## src/rtl/dxm_sync_multi.sv

```systemverilog
// Multi-channel asynchronous-input conditioner: per-bit synchroniser, optional glitch filter
// (DXM_SYNC_MULTI_FILTER_EN) and registered rise/fall/any_change pulses.
module dxm_sync_multi #(
  parameter int               width    = 4,
  parameter int               stages   = 2,
  parameter int               filt_cnt = 4,
  parameter logic [width-1:0] rst_val  = '0
) (
  input  logic             clk,
  input  logic             rst_n,
  input  logic [width-1:0] in,
  output logic [width-1:0] out,
  output logic [width-1:0] rise_pulse,
  output logic [width-1:0] fall_pulse,
  output logic             any_change
);

  generate
    if (stages < 2 || filt_cnt < 1) begin : g_param_err
      $fatal(1, "dxm_sync_multi: stages must be >= 2 and filt_cnt >= 1");
    end
  endgenerate

  // Without the filter, out itself is the last synchroniser flop.
`ifdef DXM_SYNC_MULTI_FILTER_EN
  localparam int chain_len = (stages < 1) ? 1 : stages;
`else
  localparam int chain_len = (stages < 2) ? 1 : stages - 1;
`endif

  logic [width-1:0] sync_q [chain_len];
  logic [width-1:0] sync_d [chain_len];
  logic [width-1:0] out_q, out_d;
  logic [width-1:0] rise_q, rise_d;
  logic [width-1:0] fall_q, fall_d;
  logic             any_q, any_d;

  always_comb begin
    sync_d[0] = in;
    for (int s = 1; s < chain_len; s++) begin
      sync_d[s] = sync_q[s-1];
    end
  end

  always_ff @(posedge clk or negedge rst_n) begin
    if (!rst_n) begin
      for (int s = 0; s < chain_len; s++) begin
        sync_q[s] <= rst_val;
      end
    end else begin
      sync_q <= sync_d;
    end
  end

`ifdef DXM_SYNC_MULTI_FILTER_EN
  localparam int cnt_w = $clog2(filt_cnt + 1);

  logic [width-1:0] tail;
  logic [cnt_w-1:0] cnt_q [width];
  logic [cnt_w-1:0] cnt_d [width];

  assign tail = sync_q[chain_len-1];

  // A differing tail must persist for filt_cnt consecutive samples before out follows.
  always_comb begin
    out_d = out_q;
    for (int i = 0; i < width; i++) begin
      cnt_d[i] = '0;
      if (tail[i] != out_q[i]) begin
        if (cnt_q[i] == cnt_w'(filt_cnt - 1)) begin
          out_d[i] = tail[i];
        end else begin
          cnt_d[i] = cnt_q[i] + cnt_w'(1);
        end
      end
    end
  end

  always_ff @(posedge clk or negedge rst_n) begin
    if (!rst_n) begin
      for (int i = 0; i < width; i++) begin
        cnt_q[i] <= '0;
      end
    end else begin
      cnt_q <= cnt_d;
    end
  end
`else
  always_comb begin
    out_d = sync_q[chain_len-1];
  end
`endif

  always_comb begin
    rise_d = out_d & ~out_q;
    fall_d = ~out_d & out_q;
    any_d  = |(rise_d | fall_d);
  end

  always_ff @(posedge clk or negedge rst_n) begin
    if (!rst_n) begin
      out_q  <= rst_val;
      rise_q <= '0;
      fall_q <= '0;
      any_q  <= 1'b0;
    end else begin
      out_q  <= out_d;
      rise_q <= rise_d;
      fall_q <= fall_d;
      any_q  <= any_d;
    end
  end

  assign out        = out_q;
  assign rise_pulse = rise_q;
  assign fall_pulse = fall_q;
  assign any_change = any_q;

endmodule

```

## config.mk

```make
export PLATFORM = sky130hd
export DESIGN_NAME = dxm_sync_multi
export DESIGN_NICKNAME = d
export VERILOG_FILES = /design/src/rtl/dxm_sync_multi.sv
export SDC_FILE = /design/constraint.sdc
export NUM_CORES = 1
export LEC_CHECK = 0
export BUFFER_PORTS_ARGS = -buffer_cell sky130_fd_sc_hd__buf_4
export CAP_MARGIN = 20
export CORE_AREA = 2 2 39 41
export DETAILED_ROUTE_END_ITERATION = 10
export DIE_AREA = 0 0 41 43
export MAX_ROUTING_LAYER = met4
export PLACE_DENSITY = 0.69
export SLEW_MARGIN = 20
export SYNTH_ARGS = -nofsm -noshare
export SYNTH_HDL_FRONTEND = slang
export SYNTH_SLANG_ARGS = --single-unit
```

## constraint.sdc

```tcl
create_clock -name clk -period 1.8 [get_ports clk]
set_clock_uncertainty 0.1 [all_clocks]
set_input_delay 0.36 -clock clk [delete_from_list [all_inputs] [get_ports clk]]
set_output_delay 0.36 -clock clk [all_outputs]
set_load 0.005 [all_outputs]
```

**Word level (Yosys, flattened, before mapping)**

Index checks and enable logic that the tools add are counted.

- Bitwise logic cells: 5
- Reduce and logical (&&, ||, !) cells: 1

Operators with widths:

| operator | number |
|---|---|
| $and 4x4->4 | 2 |
| $not 4->4 | 2 |
| $or 4x4->4 | 1 |
| $reduce_or 4->1 | 1 |

- Flip-flop bits (word level): 17
- Output and inout bits: 13

**Depth between registers and ports, before layout**

Gate-level depths: netlist (run 1).

- Depth after elaboration: 4
- Gate-level depth with buffers: 3

**Least setup slack after synthesis (run 1)**

No wires, ideal clock.

- Path type: register to register
- Start point: register out_q[2], in the netlist out[2]
- End point: register any_q, in the netlist any_change
- Cell stages (with the launch flop): 4
- Data required time: 1.570 ns
- Period minus slack after synthesis: 0.972 ns
- Setup time: 0.130 ns
- Data arrival time: 0.742 ns
- Path slack: 0.828 ns
- Path buffers: 0
- Cell sequence: dfrtp_1 -> inv_1 -> ha_1 -> nand4_1

- Cells in the longest elaborated chain, start to end: 4
- Elaborated cells on any way between the ends: 5

RTL lines:

| element | line | text |
|---|---|---|
| start: declaration | 33 | `logic [width-1:0] out_q, out_d;` |
| start signal: assignment | 102 | `out_q <= rst_val;` |
| start signal: assignment | 107 | `out_q <= out_d;` |
| $not 4->4 | 95 | `rise_d = out_d & ~out_q;` |
| $and 4x4->4 | 95 |  |
| $or 4x4->4 (*) | 97 | `any_d = \|(rise_d \| fall_d);` |
| $reduce_or 4->1 (*) | 97 |  |
| named net any_d | 36 | `logic any_q, any_d;` |
| end signal: assignment | 110 | `any_q <= any_d;` |
| end: declaration | 36 |  |

The timed path passes the listed nets; every way through them passes the cells marked *.

**Worst setup path in the final report (run 1)**

- Start point: register out_q[0], in the netlist out[0]
- End point: output out[0]

RTL lines:

| element | line | text |
|---|---|---|
| end: declaration | 12 | `output logic [width-1:0] out,` |

No word-level cell between the ends.

==> results.md, run 1 <==
Power:
- For this design the static power due to leakage is 0.419 nW.
- Power spread over the standard cell area amounts to 872 nW/um^2.
- For this design the total switching power over the nets is 138 uW.
- Of the total power, the clock network draws 0.291.
- The share of total power dissipated in sequential elements is 0.626.
- The maximum VDD drop is 416 uV.
- Of the total power, the share spent switching nets is 0.210.
- Internal power comes to 519 uW.
- Overall power consumption after layout is estimated at 657 uW.
- The combinational power share is 0.083.

Clocking:
- The tree is rooted in a clkbuf_4.
- In this run the number of H-tree levels came out at 1.
- The insertion delay of the later-clocked pin in the worst-skew pair is 0.28 ns.
- TritonCTS built the clock tree.
- Buffers added to address setup during post-CTS repair amount to 0.
- The number of clock sinks is 17.
- The clock transition at the register clock pins on the worst setup and hold paths after CTS is 0.09 ns.
- Clock tree synthesis inserted a total of 3 buffers.
- The worst-case clock buffer depth is 2.

Routing:
- The total number of vias is 295.
- The first-pass iteration count of the detailed router is 1.
- The first routing iteration left 0 violations.
- The detailed-route DRC error count is 0.
- The routed design has 722 um of wire.
- The routed wirelength normalized by instance count is 9.89 um.
- The number of nets with antenna violations after detailed routing is 0.
- After detailed routing, the number of vias per cell comes to 4.04.

Timing:
- Static timing analysis puts the maximum clock frequency at 774 MHz.
- The setup TNS is 0 ns.
- The final period utilization is 0.718.
- The smallest hold slack is 0.0813 ns.
- The final count of negative-setup-slack endpoints is 0.
- For the pin with the worst max-slew slack, the measured transition is 0.208 ns.
- The count of pins over their slew limit is 0.
- Setup repair after global routing left no endpoint under its margin.
- Headroom to the max-slew limit came out at 0.861.
- The worst path setup slack after routing is 0.508 ns.
- After layout, the minimum clock period comes to 1.29 ns.
- The count of final hold-check violations was 0.

Logic synthesis:
- The sequential cell area fraction in the yosys report is 0.757.
- The post-synthesis share of cell area spent on xor and xnor gates is 0.
- The multiplexer share of the synthesized area is 0.
- Synthesis produced 34 cells.
- The post-synthesis sequential element count is 17.
- Synthesis instantiated 4 different standard cells from the library.
- The cell area that synthesis handed to floorplanning was 562 sq um.
- After synthesis, the largest family of logic cells by area is adder cells.
- The area fraction in compound gates after synthesis is 0.
- The number of warnings issued by yosys is 0.
- Averaged over all synthesized cells, the footprint is 16.5 sq um.
- The net count after synthesis is 48.
- Of the total synthesized cell area, the portion taken by full adders, half adders and majority gates is 0.178.
- The fraction of the mapped netlist area in simple logic gates is 0.0111.

Setup path:
- The setup path with the least slack is of type flip-flop to output pin.
- The cell with the biggest individual delay on the critical path is dfrtp_1.
- In this run the worst path has a maximum fanout of 3.
- STA classifies the critical path startpoint as a flip-flop.
- STA puts the critical path data required time at 1.34 ns.
- At the worst endpoint, the arrival time is 0.83 ns.
- Traced cell by cell, the critical path runs through buf_4.
- The largest delay contributor family on the critical path is flip-flops.
- The number of buffer and inverter stages on the critical path is 1.
- The delay of the slowest critical-path stage is 0.41 ns.
- STA classifies the critical path endpoint as an output pin.

Global route:
- The via count of the first global-routing pass is 291.
- Entering global routing, the biggest net connects 18 pins.
- Summed over all layers, the global routing overflow is 0.
- For this run, the total global-route usage over all layers was measured as 0.105.
- The initial antenna violation count came to 0.
- The first global-routing pass estimated 1.16 mm of wire.

Finish:
- The final net count is 72.
- The top cell types in the final layout, fill and taps aside, are buf_4, dfrtp_1, inv_1, ha_1, clkbuf_4.
- The library cell used most frequently in the layout, excluding fill and tap cells, is buf_4.
- The diode insertion count for antenna repair is 0.
- The final core utilization is 0.544.
- After routing the design area is 753 sq um.
- The area added between synthesis and finish is 34.1%.
- The fraction of layout cells with a size suffix above 1 is 0.368.
- The finished layout holds 73 standard cells, fillers aside.
- The fill cell instance count of the final layout is 122.

Floorplanning:
- The initial utilization of the core area, before any placement, comes to 0.406.
- The overall die height is 43 um.
- In this run the horizontal extent of the chip is 41 um.
- The row count is 14.
- The core region area is 1380 sq um.
- The top-level I/O count is 19.
- The die covers 1760 sq um.

Place:
- In this run the tool buffered the top-level ports with 18 buffer cells.
- In this run, placement finished with an instance count of 68.
- Detailed placement ended at an HPWL of 558 um.
- The routability congestion estimate from global placement is 0.627.
- The area after detailed placement is 717 sq um.
- The post-placement setup slack is 0.791 ns.

Flow run:
- Across the run, the number of max-cap violations was 0.

Status:
- The flow ran to the end, and the final reports show no timing, DRC or antenna violations.

Min path:
- The worst hold path belongs to the class input pin to flip-flop.
[power groups by stage]
stage               clock, mW  combinational [mW]  sequential (mW)
global route            0.211              0.0633            0.414
finish                  0.191              0.0545            0.411
global placement            0              0.0535            0.418
detailed placement          0              0.0548            0.419
floorplan                   0              0.0107            0.419
CTS                     0.200              0.0566            0.411
[logic make-up after synthesis]
| kind of cell | count (synthesis) |
|---|---|
| DFF | 17 |
| adders and majority gates | 8 |
| and+or+nand+nor | 1 |
| buffers and inverters | 8 |
[routing by layer]
layer / part of all wire / routed length (um) / GRT usage / vias up
met5: 0 / 0 / - / -
met4: 0 / 0 / 0.0800 / 0
met3: 0.096 / 69 / 0.0314 / 0
li1: - / - / - / 147
met2: 0.50 / 363 / 0.141 / 13
met1: 0.40 / 288 / 0.128 / 135
[cell usage after synthesis]
master	n	share of area
inv_1	8	0.053
dfrtp_1	17	0.76
nand4_1	1	0.011
ha_1	8	0.18
[registers in the layout (all words and copies together), names as in the netlist]
register and count:
out_d 4, any_change 1, fall_pulse 4, out 4, rise_pulse 4
[area by class of cell]
class	instances	area, sq um	area share
clock buffer	4	26.3	0.0349
inverter	8	30.0	0.0399
multi-input combinational	9	106	0.141
sequential	17	425	0.565
tap	16	20.0	0.0266
timing repair buffer	19	145	0.193
[repair_timing]
item | CTS | global route
resized for setup | 0 | 0
hold buffers | 1 | 0
hold endpoints to repair | 17 | 0
[path summary, 6_finish.rpt]
| check | to | slack [ns] | depth (start not counted) | start |
|---|---|---|---|---|
| worst min register to register | out[1] | 0.32 | 0 | out_d[1] |
| max in group asynchronous | out[2] | 1.06 | 2 | rst_n |
| worst max-delay path | out[0] | 0.51 | 1 | out[0] |
| min in group asynchronous | fall_pulse[0] | 0.37 | 2 | rst_n |
| worst min-delay path | out_d[2] | 0.08 | 1 | in[2] |
| worst max register to register | any_change | 0.78 | 3 | out[2] |
No activity file was read; power rests on OpenSTA's default activity.
==> inputs of run 2 (changes only) <==
Clock period 1.8 ns to 1.35 ns, I/O delays scaled along.
==> run 2 against run 1 <==
Effect of this change:
- clock-buffer cell count stayed put
- global-route usage is 0.21 points higher
- combinational power is 50% higher
- non-clock buffer count is 4 higher
- sequential power is 33% higher
- cell count is 5.5% higher
- worst setup slack worse by 0.36 ns
- final area is 5.3% higher
==> results.md, run 2 (same netlist as run 1, synthesis figures left out) <==
Floorplanning:
- The starting utilization of the core area is 0.406 (unchanged).
- The overall die height is 43 um (unchanged).
- The die outline width came to 41 um (unchanged).
- The top-level I/O count is 19 (unchanged).
- The row count is 14 (unchanged).
- The die area is 1760 sq um (unchanged).
- The core region area is 1380 sq um (unchanged).

Setup path:
- The worst setup path is captured at an output pin.
- The startpoint type of the worst setup path is a flip-flop.
- The data arrival time of the worst path is 0.83 ns (about the same).
- The required time of the critical path is 0.98 ns (-0.36 ns).
- The slowest stage of the critical path is the dfrtp_1 cell.
- Traced cell by cell, the critical path runs through buf_4.
- The delay of the slowest critical-path stage is 0.41 ns (about the same).
- Grouping stages by cell kind, the critical path spends the most delay in flip-flops.
- The register-to-register setup slack is 0.33 ns (-0.45 ns).
- The path type of the worst setup path is flip-flop to output pin.
- The maximum fanout encountered on the critical timing path is 3 (unchanged).
- The number of buffer and inverter stages on the critical path is 1 (unchanged).

Clocking:
- The clock transition at the register clock pins on the worst setup and hold paths after CTS is 0.09 ns (about the same).
- The level count of the clock H-tree is 1 (unchanged).
- The number of buffers created by CTS is 3 (unchanged).
- The insertion delay of the later-clocked pin in the worst-skew pair is 0.28 ns (about the same).
- The number of buffers inserted to repair setup after CTS is 0 (unchanged).
- The number of clock sinks is 17 (unchanged).
- The tree is rooted in a clkbuf_4.
- TritonCTS built the clock tree.
- The worst-case clock buffer depth is 2 (unchanged).

Routing:
- The first-pass iteration count of the detailed router was 1 (unchanged).
- The final wirelength is 751 um (+4.0%).
- The detailed-route DRC error count came to 0 (unchanged).
- The iteration-0 DRC count of the detailed router is 0 (unchanged).
- The via count normalized by instance count came to 4.06 (+0.59%).
- The number of nets with antenna violations after detailed routing is 0 (unchanged).
- The total number of vias came to 313 (+6.1%).
- The routed wirelength normalized by instance count was 9.75 um (-1.4%).

Timing:
- The final period utilization is 0.891.
- The setup TNS is 0 ns (unchanged).
- The worst slew margin relative to its limit is 0.861 (about the same).
- The count of pins over their slew limit came to 0 (unchanged).
- The count of final hold-check violations is 0 (unchanged).
- The slew at the pin closest to its max-slew limit is 0.208 ns (+0.0000677 ns).
- Based on the critical path, the design can be clocked at up to 832 MHz.
- The shortest clock period the worst path allows after layout is 1.20 ns.
- The worst path setup slack after routing is 0.148 ns (-0.360 ns).
- The final count of negative-setup-slack endpoints is 0 (unchanged).
- The smallest hold slack was 0.275 ns (+0.194 ns).
- Setup repair after global routing left no endpoint under its margin.

Global route:
- The total routing resource utilization after global routing is 0.107 (+0.00211).
- The initial antenna violation count is 0 (unchanged).
- The total grt overflow came to 0 (unchanged).
- The global-route wire length before repair is 1.19 mm (+2.3%).
- The largest net degree at the start of global routing is 18 (unchanged).
- The via count of the first global-routing pass is 297 (+2.1%).

Place:
- The routability congestion estimate from global placement is 0.627 (unchanged).
- The post-placement setup slack came to 0.341 ns (-0.450 ns).
- The area after detailed placement came to 717 sq um (unchanged).
- The count of buffers from port buffering is 18 (unchanged).
- The detailed placer's ending HPWL was 558 um (unchanged).

Power:
- The maximum VDD drop came to 555 uV (+33%).
- The total power per unit cell area was 1120 nW/um^2 (+28%).
- The leakage dissipation came to 0.436 nW (+4.0%).

Finish:
- The diode insertion count for antenna repair is 0 (unchanged).
- The area of all placed cells without fillers is 793 sq um (+5.3%).
- Compared with the post-synthesis result, the final layout area differs by 41.2%.
- The library cells used most frequently in the layout, excluding fill and tap cells, are buf_4, dfrtp_1, inv_1, ha_1, dlygate4sd3_1.
- The most frequent standard cell in the layout excluding fill and tap cells is buf_4.
- The final net count is 76 (+5.6%).
- The fraction of layout cells with a size suffix above 1 came to 0.344 (-0.0242).

Min path:
- The type of the worst min-delay path is input pin to async pin.

Flow run:
- The number of max-cap violations is 0 (unchanged).

Status:
- The run finished with clean final reports.
## run 2: cell types whose count changed in the layout (fill, tap and decap cells not counted), sizes merged
cell         before  now
dlygate4sd3       1    5
## run 2: metrics by stage
| step | util | power [mW] | std cells |
|---|---|---|---|
| after global routing | 0.573 | 0.927 | 77 |
| after CTS | 0.573 | 0.899 | 77 |
| after floorplan | - | 0.573 | 34 |
| after detailed placement | 0.518 | 0.632 | 68 |
| after global placement | 0.518 | 0.629 | 68 |
| final | 0.573 | 0.885 | 77 |
## run 2: per-layer routing
metal / share of wire / track usage / vias up
li1: - / - / 155
met1: 0.40 / 0.135 / 145
met2: 0.50 / 0.141 / 13
met3: 0.089 / 0.0314 / 0
met4: 0 / 0.0800 / 0
met5: 0 / - / -
## run 2: final timing paths
check | startpoint | to | depth (start not counted)
worst max-delay path | out[0] | out[0] | 1
worst min-delay path | rst_n | fall_pulse[0] | 2
worst max register to register | out[2] | any_change | 3
worst min register to register | out_d[1] | out[1] | 0
max in group asynchronous | rst_n | out[2] | 2
min in group clk | out_d[1] | out[1] | 0
## run 2: power breakdown
| group | total [mW] | switching [mW] | internal (mW) |
|---|---|---|---|
| logic | 0.0819 | 0.0316 | 0.0503 |
| registers | 0.548 | 0.0133 | 0.535 |
| clock network | 0.255 | 0.141 | 0.114 |
## run 2: final cells by class
type / instances / area, sq um
Inverter: 8 / 30.0
Clock buffer: 4 / 26.3
Tap cell: 16 / 20.0
Sequential cell: 17 / 425
Fill cell: 121 / 591
Multi-Input combinational cell: 9 / 106
Timing Repair Buffer: 23 / 185
## run 2: timing repair
item / CTS / global route
hold buffers: 5 / 0
resized for setup: 0 / 0
hold endpoints to repair: 21 / 0
==> inputs of run 3 (changes only) <==
Settings changed: BUFFER_PORTS_ARGS -buffer_cell sky130_fd_sc_hd__buf_4 to default, DONT_BUFFER_PORTS from default to 1, PLACE_DENSITY 0.69 to 0.57.
==> run 3 against run 2 <==
Effect of this change:
- global-route usage rose by 0.63 points
- clock-buffer cell count fell by 1
- clock power barely moved
- sequential share of layout area rose by 11 points
- sequential power rose by 0.9%
- die area did not move
- combinational power fell by 53%
- worst hold slack improved by 0.039 ns
- final area fell by 17%
- cell count fell by 23%
==> results.md, run 3 (same netlist as run 1, synthesis figures left out) <==
Global route:
- The via count of the first global-routing pass is 274 (-7.7%).
- The largest net degree at the start of global routing is 18 (unchanged).
- The total grt overflow is 0 (unchanged).
- The most heavily used metal layer in global routing is met2.
- The met1 track demand over resource came to 0.139 (+0.00347).
- The met2 routing resource usage after global routing is 0.163 (+0.0219).
- The met3 track utilization from global routing is 0.0366 (+0.00524).
- The initial antenna violation count is 0 (unchanged).
- The total routing resource utilization after global routing is 0.114 (+0.00632).
- The global-route wire length before repair is 1.25 mm (+5.2%).

Place:
- The area after detailed placement is 582 sq um (-19%).
- The total placed cells including tap cells was 50 (-26%).
- The routability congestion estimate from global placement was 0.631 (+0.64%).
- The count of buffers from port buffering is 0 (-18).
- The detailed placer's ending HPWL is 551 um (-1.3%).

Power:
- The leakage dissipation came to 0.350 nW (-20%).
- The maximum VDD drop is 596 uV (+7.2%).
- The total power per unit cell area came to 1290 nW/um^2 (+15%).
- The total power came to 848 uW (-4.1%).

Timing:
- The worst slew margin relative to its limit is 0.529 (-0.333).
- The achievable clock frequency is 923 MHz (+11%).
- The slew at the pin closest to its max-slew limit came to 0.705 ns (+0.497 ns).
- The final period utilization came to 0.803 (-0.0878).
- The setup TNS was 0 ns (unchanged).
- Setup repair after global routing left no endpoint under its margin.
- The count of final hold-check violations came to 0 (unchanged).
- The final count of negative-setup-slack endpoints came to 0 (unchanged).
- The shortest clock period the worst path allows after layout is 1.08 ns (-0.119 ns).
- The count of pins over their slew limit is 0 (unchanged).

Setup path:
- The worst setup path is launched from a flip-flop.
- The cell depth of the worst setup path was 0 (-1).
- The maximum fanout encountered on the critical timing path is 3 (unchanged).
- The depth of the most critical reg-to-reg path is 3 (unchanged).
- By startpoint and endpoint, the worst setup path is classified as flip-flop to output pin.
- The data arrival time of the worst path is 0.71 ns (-0.12 ns).
- The required time of the critical path is 0.98 ns (about the same).
- The critical path endpoint category is an output pin.

Finish:
- The area of all placed cells without fillers came to 659 sq um (-17%).
- From synthesis to final layout, the design area changed by 17.4%.
- The final net count is 58 (-24%).
- The fill cell instance count of the final layout is 125 (+3.3%).
- In the layout the commonest cells are dfrtp_1, inv_1, ha_1.
- The fraction of layout cells with a size suffix above 1 is 0.0930 (-0.251).
- The diode insertion count for antenna repair is 0 (unchanged).
- Leaving out fill and tap cells, the most frequent cell in the layout is dfrtp_1.
- The filler-free cell count of the finished design is 59 (-23%).

Floorplanning:
- The overall die height came to 43 um (unchanged).
- The row count is 14 (unchanged).
- The die area is 1760 sq um (unchanged).
- The starting utilization of the core area is 0.406 (unchanged).
- The top-level I/O count is 19 (unchanged).
- The core region area was 1380 sq um (unchanged).
- The die outline width came to 41 um (unchanged).

Clocking:
- The number of buffers inserted to repair setup after CTS was 0 (unchanged).
- The clock transition at the register clock pins on the worst setup and hold paths after CTS is 0.10 ns (about the same).
- The number of clock sinks came to 17 (unchanged).
- The number of buffers created by CTS is 3 (unchanged).
- The insertion delay of the later-clocked pin in the worst-skew pair is 0.28 ns (about the same).
- The level count of the clock H-tree was 1 (unchanged).
- The worst-case clock buffer depth came to 2 (unchanged).
- The cell at the root of the clock tree is clkbuf_4.
- TritonCTS built the clock tree.

Routing:
- The via count normalized by instance count is 4.46 (+9.7%).
- The routed wirelength normalized by instance count is 12.0 um (+23%).
- The number of nets with antenna violations after detailed routing is 0 (unchanged).
- The first-pass iteration count of the detailed router is 1 (unchanged).
- The iteration-0 DRC count of the detailed router is 0 (unchanged).
- The detailed-route DRC error count was 0 (unchanged).
- The total number of vias is 263 (-16%).
- The final wirelength is 710 um (-5.5%).

Status:
- The flow ran to the end, and the final reports show no timing, DRC or antenna violations.

Min path:
- The worst hold path was traced through 0 stages.
- The type of the worst min-delay path is flip-flop to flip-flop.

Flow run:
- The number of max-cap violations is 0 (unchanged).
-- run 3: cell types whose count changed in the layout (fill, tap and decap cells not counted) --
cell	previous run	this run
clkinv_2	0	1
buf_4	18	0
clkbuf_1	1	0
-- run 3: layer usage --
layer | vias to the layer above | share of wire
met4 | 0 | 0
met1 | 133 | 0.36
met3 | 0 | 0.097
met2 | 12 | 0.54
li1 | 118 | -
met5 | - | 0
-- run 3: final timing paths --
path	startpoint	to	slack, ns
setup reg to reg	out[2]	any_change	0.31
setup / recovery	out[0]	out[0]	0.27
max in group asynchronous	rst_n	rise_pulse[1]	0.33
hold / removal	out_d[2]	out[2]	0.31
hold reg to reg	out_d[2]	out[2]	0.31
min in group asynchronous	rst_n	fall_pulse[1]	0.37
-- run 3: power by group --
part | internal (mW) | total (mW) | leakage, nW | switching, mW
Combinational | 0.0184 | 0.0387 | 0.127 | 0.0203
Clock | 0.110 | 0.257 | 0.0177 | 0.147
Sequential | 0.535 | 0.553 | 0.205 | 0.0182
Total | 0.663 | 0.848 | 0.350 | 0.185
-- run 3: cell type report --
type                    count  area (sq um)  area share
clock inverters             1          5.00     0.00759
inverters                   8          30.0      0.0455
well taps                  16          20.0      0.0304
flip-flops and latches     17           425       0.645
multi-input cells           9           106       0.161
clock buffers               3          22.5      0.0342
repair buffers              5          50.0      0.0759
-- run 3: stage by stage --
stage | setup slack [ns] | util | hold slack (ns)
after detailed placement | 0.312 | 0.420 | -0.125
after CTS | 0.250 | 0.476 | 0.321
after global routing | 0.162 | 0.476 | 0.334
final | 0.266 | 0.476 | 0.315
after global placement | 0.320 | 0.420 | -0.125
after floorplan | 0.378 | - | -0.126
-- run 3: timing repair --
action | 4_1_cts | 5_1_grt
hold endpoints to repair | 21 | 0
hold buffers | 5 | 0
resized for setup | 0 | 0
